### src/rtl/fetch_queue.sv
// Instruction fetch unit: issues word requests, queues in-order responses, handles redirects.
// Define FETCH_MISALIGN_EN to add the misaligned output and the TRAP state on unaligned redirects.
module fetch_queue #(
    parameter logic [31:0] RESET_PC          = 32'h00000000,
    parameter logic [31:0] RESET_INSTRUCTION = 32'h00000000,
    parameter int          DEPTH             = 4
) (
    input  logic        clk,
    input  logic        rst,
    input  logic        override,
    input  logic [31:0] newpc,
    output logic        mem_valid,
    input  logic        mem_ready,
    output logic [31:0] mem_addr,
    input  logic        mem_rvalid,
    input  logic [31:0] mem_rdata,
    output logic        out_valid,
    input  logic        out_ready,
    output logic [31:0] instruction,
`ifdef FETCH_MISALIGN_EN
    output logic        misaligned,
`endif
    output logic [31:0] outpc
);
    localparam int PW = $clog2(DEPTH);
    localparam int CW = PW + 1;
    localparam logic [CW+1:0] DEPTH_W = (CW+2)'(DEPTH);

`ifdef FETCH_MISALIGN_EN
    typedef enum logic {FETCH, TRAP} state_e;
    state_e      state_q, state_d;
    logic        trap_valid_q, trap_valid_d;
    logic [31:0] trap_pc_q, trap_pc_d;
`else
    logic        unused_newpc_lsbs;
    assign unused_newpc_lsbs = ^newpc[1:0];
`endif

    logic [31:0]   pc_q, pc_d;
    logic [31:0]   rsp_pc_q, rsp_pc_d;
    logic [CW-1:0] count_q, count_d;
    logic [CW-1:0] outs_q, outs_d;
    logic [CW-1:0] disc_q, disc_d;
    logic [PW-1:0] rd_ptr_q, rd_ptr_d;
    logic [PW-1:0] wr_ptr_q, wr_ptr_d;
    logic [31:0]   data_q [DEPTH];
    logic [31:0]   data_d [DEPTH];
    logic [31:0]   addr_q [DEPTH];
    logic [31:0]   addr_d [DEPTH];

    logic [CW+1:0] in_flight;
    logic          fetching;
    logic          accept;
    logic          resp_any;
    logic          resp_keep;
    logic          pop;
    logic          queue_pop;

    always_comb begin
        pc_d      = pc_q;
        rsp_pc_d  = rsp_pc_q;
        count_d   = count_q;
        outs_d    = outs_q;
        disc_d    = disc_q;
        rd_ptr_d  = rd_ptr_q;
        wr_ptr_d  = wr_ptr_q;
        data_d    = data_q;
        addr_d    = addr_q;
`ifdef FETCH_MISALIGN_EN
        state_d      = state_q;
        trap_valid_d = trap_valid_q;
        trap_pc_d    = trap_pc_q;
        fetching     = (state_q == FETCH);
`else
        fetching     = 1'b1;
`endif

        // Every slot that is queued, in flight or awaiting a discarded response is reserved.
        in_flight = (CW+2)'(count_q) + (CW+2)'(outs_q) + (CW+2)'(disc_q);
        mem_valid = !rst && !override && fetching && (in_flight < DEPTH_W);
        mem_addr  = pc_q;
        accept    = mem_valid && mem_ready;

        // Discarded responses are always older than live ones, so they are consumed first.
        resp_any  = mem_rvalid && ((disc_q != '0) || (outs_q != '0));
        resp_keep = resp_any && (disc_q == '0);

        out_valid   = !rst && (count_q != '0);
        instruction = RESET_INSTRUCTION;
        outpc       = RESET_PC;
        if (!rst && (count_q != '0)) begin
            instruction = data_q[rd_ptr_q];
            outpc       = addr_q[rd_ptr_q];
        end
`ifdef FETCH_MISALIGN_EN
        misaligned = !rst && trap_valid_q;
        if (!rst && trap_valid_q) begin
            out_valid   = 1'b1;
            instruction = RESET_INSTRUCTION;
            outpc       = trap_pc_q;
        end
`endif
        pop       = out_valid && out_ready && !override;
        queue_pop = pop && (count_q != '0);

        if (override) begin
            pc_d     = {newpc[31:2], 2'b00};
            rsp_pc_d = {newpc[31:2], 2'b00};
            count_d  = '0;
            wr_ptr_d = rd_ptr_q;
            outs_d   = '0;
            disc_d   = disc_q + outs_q - CW'(resp_any);
`ifdef FETCH_MISALIGN_EN
            if (newpc[1:0] != 2'b00) begin
                state_d      = TRAP;
                trap_valid_d = 1'b1;
                trap_pc_d    = newpc;
            end else begin
                state_d      = FETCH;
                trap_valid_d = 1'b0;
            end
`endif
        end else begin
            if (accept) begin
                pc_d = pc_q + 32'd4;
            end
            if (resp_keep) begin
                data_d[wr_ptr_q] = mem_rdata;
                addr_d[wr_ptr_q] = rsp_pc_q;
                wr_ptr_d         = wr_ptr_q + PW'(1);
                rsp_pc_d         = rsp_pc_q + 32'd4;
            end
            if (resp_any && (disc_q != '0)) begin
                disc_d = disc_q - CW'(1);
            end
            outs_d  = outs_q + CW'(accept) - CW'(resp_keep);
            count_d = count_q + CW'(resp_keep) - CW'(queue_pop);
            if (queue_pop) begin
                rd_ptr_d = rd_ptr_q + PW'(1);
            end
`ifdef FETCH_MISALIGN_EN
            if (pop && trap_valid_q) begin
                trap_valid_d = 1'b0;
            end
`endif
        end
    end

    always_ff @(posedge clk) begin
        if (rst) begin
            pc_q     <= RESET_PC;
            rsp_pc_q <= RESET_PC;
            count_q  <= '0;
            outs_q   <= '0;
            disc_q   <= '0;
            rd_ptr_q <= '0;
            wr_ptr_q <= '0;
`ifdef FETCH_MISALIGN_EN
            state_q      <= FETCH;
            trap_valid_q <= 1'b0;
            trap_pc_q    <= RESET_PC;
`endif
        end else begin
            pc_q     <= pc_d;
            rsp_pc_q <= rsp_pc_d;
            count_q  <= count_d;
            outs_q   <= outs_d;
            disc_q   <= disc_d;
            rd_ptr_q <= rd_ptr_d;
            wr_ptr_q <= wr_ptr_d;
`ifdef FETCH_MISALIGN_EN
            state_q      <= state_d;
            trap_valid_q <= trap_valid_d;
            trap_pc_q    <= trap_pc_d;
`endif
        end
    end

    // Queue storage needs no reset; occupancy is tracked by count_q.
    always_ff @(posedge clk) begin
        data_q <= data_d;
        addr_q <= addr_d;
    end

endmodule

### config.mk
export PLATFORM = sky130hd
export DESIGN_NAME = fetch_queue
export DESIGN_NICKNAME = d
export VERILOG_FILES = /design/src/rtl/fetch_queue.sv
export SDC_FILE = /design/constraint.sdc
export NUM_CORES = 1
export LEC_CHECK = 0
export ABC_AREA = 1
export BUFFER_PORTS_ARGS = -buffer_cell sky130_fd_sc_hd__buf_2
export CAP_MARGIN = 20
export CORE_UTILIZATION = 25
export CTS_CLUSTER_DIAMETER = 120
export DETAILED_ROUTE_END_ITERATION = 10
export MAX_ROUTING_LAYER = met4
export PLACE_DENSITY = 0.43
export SYNTH_ARGS = -nofsm -noshare
export SYNTH_HDL_FRONTEND = slang
export SYNTH_SLANG_ARGS = --single-unit
### constraint.sdc
create_clock -name clk -period 4.2 [get_ports clk]
set_input_delay 0.42 -clock clk [delete_from_list [all_inputs] [get_ports clk]]
set_output_delay 0.42 -clock clk [all_outputs]
set_load 0.02 [all_outputs]
=== After elaboration in Yosys (flattened, before gate mapping) ===
Index checks and enable logic that the tools add are counted.

* Flip-flop bits (word level): 333
* Bits of input ports: 70
* Output and inout bits: 98
* Logic and storage cells: 81

* Add/sub/neg operators: 13
* $lt $le $gt $ge: 4
* Muxes and demuxes: 20
* Bitwise logic cells: 3
* Reductions and logical operators: 24

{| class="wikitable"
|+ Operators by type and width
! kind !! number
|-
| 2-to-1 mux 32 bit || 11
|-
| bitwise mux 128 bit || 2
|-
| binary-select mux 32 bit (select 2 bit) || 2
|-
| adder 32 x 3 -> 32 bit, second input constant || 2
|-
| demux 32 bit (select 2 bit) || 1
|-
| logical AND 1 bit || 11
|-
| nonzero test 3 bit || 3
|-
| subtractor 3 x 1 -> 3 bit || 3
|-
| adder 3 x 1 -> 3 bit || 2
|-
| greater-or-equal comparator 3 bit, second input constant || 2
|-
| 2-to-1 mux 3 bit || 2
|-
| NOT 2 -> 3 bit || 2
|-
| nonzero test 2 bit || 3
|-
| adder 4 x 3 -> 5 bit || 1
|-
| less-than comparator 5 x 3 -> 1 bit, second input constant || 1
|-
| adder 2 x 1 -> 2 bit, second input constant || 2
|-
| adder 3 x 3 -> 4 bit || 1
|-
| 2-to-1 mux 2 bit || 2
|-
| AND reduction 2 bit || 2
|-
| adder 3 bit || 1
|-
| zero test 3 bit || 1
|-
| less-than comparator 3 x 1 -> 1 bit, second input constant || 1
|-
| subtractor 3 x 1 -> 3 bit, second input constant || 1
|-
| zero test 1 bit || 2
|-
| 3 further kinds || 3
|}

=== Longest topological paths before layout ===
* Depth in word-level cells: 7
* Depth in mapped cells: 17

=== Worst setup path after synthesis ===
No wires, ideal clock.

* Path kind: register to register
* Start point: register disc_q[1]
* End point: register addr_q[100] in the netlist's numbering, enable pin
* Setup time: 482 ps
* Data arrival time: 3695 ps
* Data required time: 3718 ps
* Slack: 23 ps
* Stages on the path, launching flop included: 8
* Buffers on the path: 0
* Clock period less this slack: 4177 ps
* Cell sequence: dfxtp_1 inv_1 ha_1 ha_1 nand3_1 nor2_1 inv_1 nor2_1

* Cells in the longest elaborated chain, start to end: 5
* Elaborated cells between the ends (all ways): 6

{| class="wikitable"
|+ Ends and longest elaborated chain
! item !! RTL line !! source
|-
| start: declaration || 43 || <nowiki>logic [CW-1:0] disc_q, disc_d;</nowiki>
|-
| start signal: assignment || 168 || <nowiki>disc_q <= disc_d;</nowiki>
|-
| nonzero test 3 bit || 85 || <nowiki>resp_any = mem_rvalid && ((disc_q != '0) || (outs_q != '0));</nowiki>
|-
| logical OR 1 bit || 85 ||
|-
| logical AND 1 bit || 85 ||
|-
| logical AND 1 bit * || 86 || <nowiki>resp_keep = resp_any && (disc_q == '0);</nowiki>
|-
| AND reduction 2 bit (no source line) * || n/a ||
|-
| end signal: assignment || 182 || <nowiki>addr_q <= addr_d;</nowiki>
|-
| end: declaration || 48 || <nowiki>logic [31:0] addr_q [DEPTH];</nowiki>
|}

Every way passes the cells marked *; elsewhere a longest branch is shown, timed or not.
A chain may end at the register's enable or synchronous reset.

=== Final worst setup path ===
* Start point: register count_q[1]
* End point: register outs_q[2]

* Cells in the longest elaborated chain, start to end: 7

{| class="wikitable"
|+ Ends and longest elaborated chain
! item !! RTL line !! source
|-
| start: declaration || 41 || <nowiki>logic [CW-1:0] count_q, count_d;</nowiki>
|-
| start signal: assignment || 166 || <nowiki>count_q <= count_d;</nowiki>
|-
| adder 3 x 3 -> 4 bit || 79 || <nowiki>in_flight = (CW+2)'(count_q) + (CW+2)'(outs_q) + (CW+2)'(disc_q);</nowiki>
|-
| adder 4 x 3 -> 5 bit || 79 ||
|-
| less-than comparator 5 x 3 -> 1 bit || 80 || <nowiki>mem_valid = !rst && !override && fetching && (in_flight < DEPTH_W);</nowiki>
|-
| logical AND 1 bit || 80 ||
|-
| logical AND 1 bit || 82 || <nowiki>accept = mem_valid && mem_ready;</nowiki>
|-
| adder 3 x 1 -> 3 bit || 136 || <nowiki>outs_d = outs_q + CW'(accept) - CW'(resp_keep);</nowiki>
|-
| subtractor 3 x 1 -> 3 bit || 136 ||
|-
| end signal: assignment || 167 || <nowiki>outs_q <= outs_d;</nowiki>
|-
| end: declaration || 42 || <nowiki>logic [CW-1:0] outs_q, outs_d;</nowiki>
|}

Every way passes these cells.

==> run metrics <==
crit path cell chain=inv_1 > fa_1 > a21oi_1 > fa_1 > nor3b_4 > nand3_4 > ha_1 > inv_1 > ha_1 > fa_1 > xor2_1 > inv_1 > nor2_1; Worst Hold Class=in -> reg; CP Launch Type=register; Worst path top cell family by delay=adder cells; Buffers on Ports=161; cts repair resizes=0; I/O pin cnt=168; most common cell in the netlist=nor2_1; maximum clock frequency=305 MHz; outcome=finished, final reports clean; Via density=4.49; vias in the first global route=11200; Final Hold Fails=0; Layout Cells excl Fill=2557; design area=17700 um2; via count=11500; crit end category=register; first-pass GRT wire length=65.7 mm; Synth area leader=edfxtp_1; CP Buf/Inv Count=3; worst setup path start=count_q[1]$_SDFF_PP0_; RSZ-0062 raised after global routing=no; core area=58200 um2; gpl congestion=0.806; critical path class=reg -> reg; sequential element share of the synthesized area=0.600; Post-CTS Hold Fix Bufs=0; total power=7.10 mW; Max-cap violations=0; placed standard-cell area=16500 um2; Leak=6.60 nW; placed cells=2491; Hold Crit Start=mem_rdata[16]; synthesized netlist cell count=1622; initial detailed-routing violation count=803; DRT Pass-1 Iters=5; largest cells by area after synthesis=edfxtp_1, dfxtp_1, nor2_1; Yosys reg bits=321; fin crit share=0.780; final setup violation count=0; HPWL after DPL=26.6 mm; WL final=43.0 mm; Final Critical Period=3.28 ns; Overflow after GRT=0; Async S/R FF share, synth=0; Slowest-stage cell, CP=fa_1; Arrival @ worst endpoint=3.71 ns; DRT antenna net count=0; peak supply drop=227 uV; PD cells=402 nW/um2; Yosys cell types=38; die area=60400 um2; final net count=1860; initial antenna violation count=0; CTS sink cnt=321; Rel. slew slack=0.383; Area growth, synth to finish=19.0%; Die Span X=246 um; Tot GR Track Use=0.147; root buffer cell=clkbuf_16; Setup TNS=0 ns; Worst Max-Slew Pin Slew=0.926 ns; Top FF cell, synth=edfxtp_1; Crit path required time=4.63 ns; Final Slew Violations=0; Syn Area/Cell=9.16 um2; Synth top area share=0.501; Commonest cells post-synth=nor2_1, nand2_1, edfxtp_1; Clock Pin Slew Worst Setup and Hold Paths=0.06 ns; RR Startpoint=count_q[1]$_SDFF_PP0_; Clock Latency Late Sink=0.55 ns; Post-CTS Setup Inserts=0; Rows=88; antenna diode count=0; die height=246 um; layout cells sized above 1=0.142; largest net degree at the start of global routing=127; Setup WS post-layout=0.923 ns; crit path max fanout=4; TritonCTS Buffers=39; number of synthesized flops with an enable pin=248; Setup Skew=0.0130 ns; Place WS=0.904 ns; Max stage delay on crit path=0.50 ns; YS warnings=0; synthesized area=14900 um2; Avg WL per Cell=16.8 um; CTS Buffer Depth=3; DR DRC count=0; Initial Utilization=0.255; CTS tree=yes; total number of H-tree levels=2
worst paths after layout:
| path | to | cells past startpoint | slack (ns) |
|---|---|---|---|
| setup reg to reg | outs_q[2]$_SDFF_PP0_ | 13 | 0.92 |
| hold reg to reg | disc_q[2]$_SDFFE_PP0P_ | 2 | 0.50 |
| setup / recovery | outs_q[2]$_SDFF_PP0_ | 13 | 0.92 |
| hold / removal | data_q[16]$_DFFE_PP_ | 1 | 0.09 |
flip-flops by register name, indices dropped and copies added, names as in the netlist:
signal	count
count_q	3
wr_ptr_q	2
rsp_pc_q	30
disc_q	3
outs_q	3
data_q	128
rd_ptr_q	2
mem_addr	30
addr_q	120
cell families (layout without fill, tap and decap cells):
logic type,count (synthesis),after routing,synth area share
adders and majority gates,23,23,0.0224
other,1,4,0.000252
buffers and inverters,192,359,0.0533
xor gates and xnor gates,25,25,0.0147
DFF,321,321,0.600
AOI/OAI and AO/OA,285,285,0.0980
and+or+nand+nor,775,775,0.212
cells in the final DEF (no fill, tap or decap), types with 14 or more instances in the layout:
cell type,instances
dfxtp_1,71
nand2_1,301
a21oi_1,109
o21ai_0,156
clkbuf_16,39
nor2_1,357
ha_1,17
inv_1,107
nand3_1,76
xor2_1,14
buf_2,161
edfxtp_1,248
nand3b_1,15
routing by layer:
layer	GRT usage	share of wire	up-vias
met1	0.196	0.47	5456
met3	0.0235	0.055	49
met4	0.0374	0.016	0
met2	0.231	0.46	278
met5	-	0	-
li1	-	-	5699
area by class of cell:
class / count / area (um2)
tap: 765 / 957
clock buffer: 51 / 1030
fill: 6118 / 40600
clock inverter: 15 / 121
inverter: 116 / 439
multi-input combinational: 1112 / 5200
timing repair buffer: 177 / 1010
sequential: 321 / 8910
power by group:
group | internal [mW] | leakage, nW | total [mW] | switching, mW
combinational | 0.156 | 3.19 | 0.432 | 0.276
clock | 1.79 | 0.566 | 3.11 | 1.32
sequential | 3.47 | 2.85 | 3.56 | 0.0865
total | 5.42 | 6.60 | 7.10 | 1.68
through the flow:
step,utilization,hold WS [ns]
floorplan,-,0.470
global placement,0.284,0.489
detailed placement,0.284,0.496
CTS,0.303,0.0503
global route,0.303,0.0732
finish,0.303,0.0885
Power figures use the tool's default switching activity.
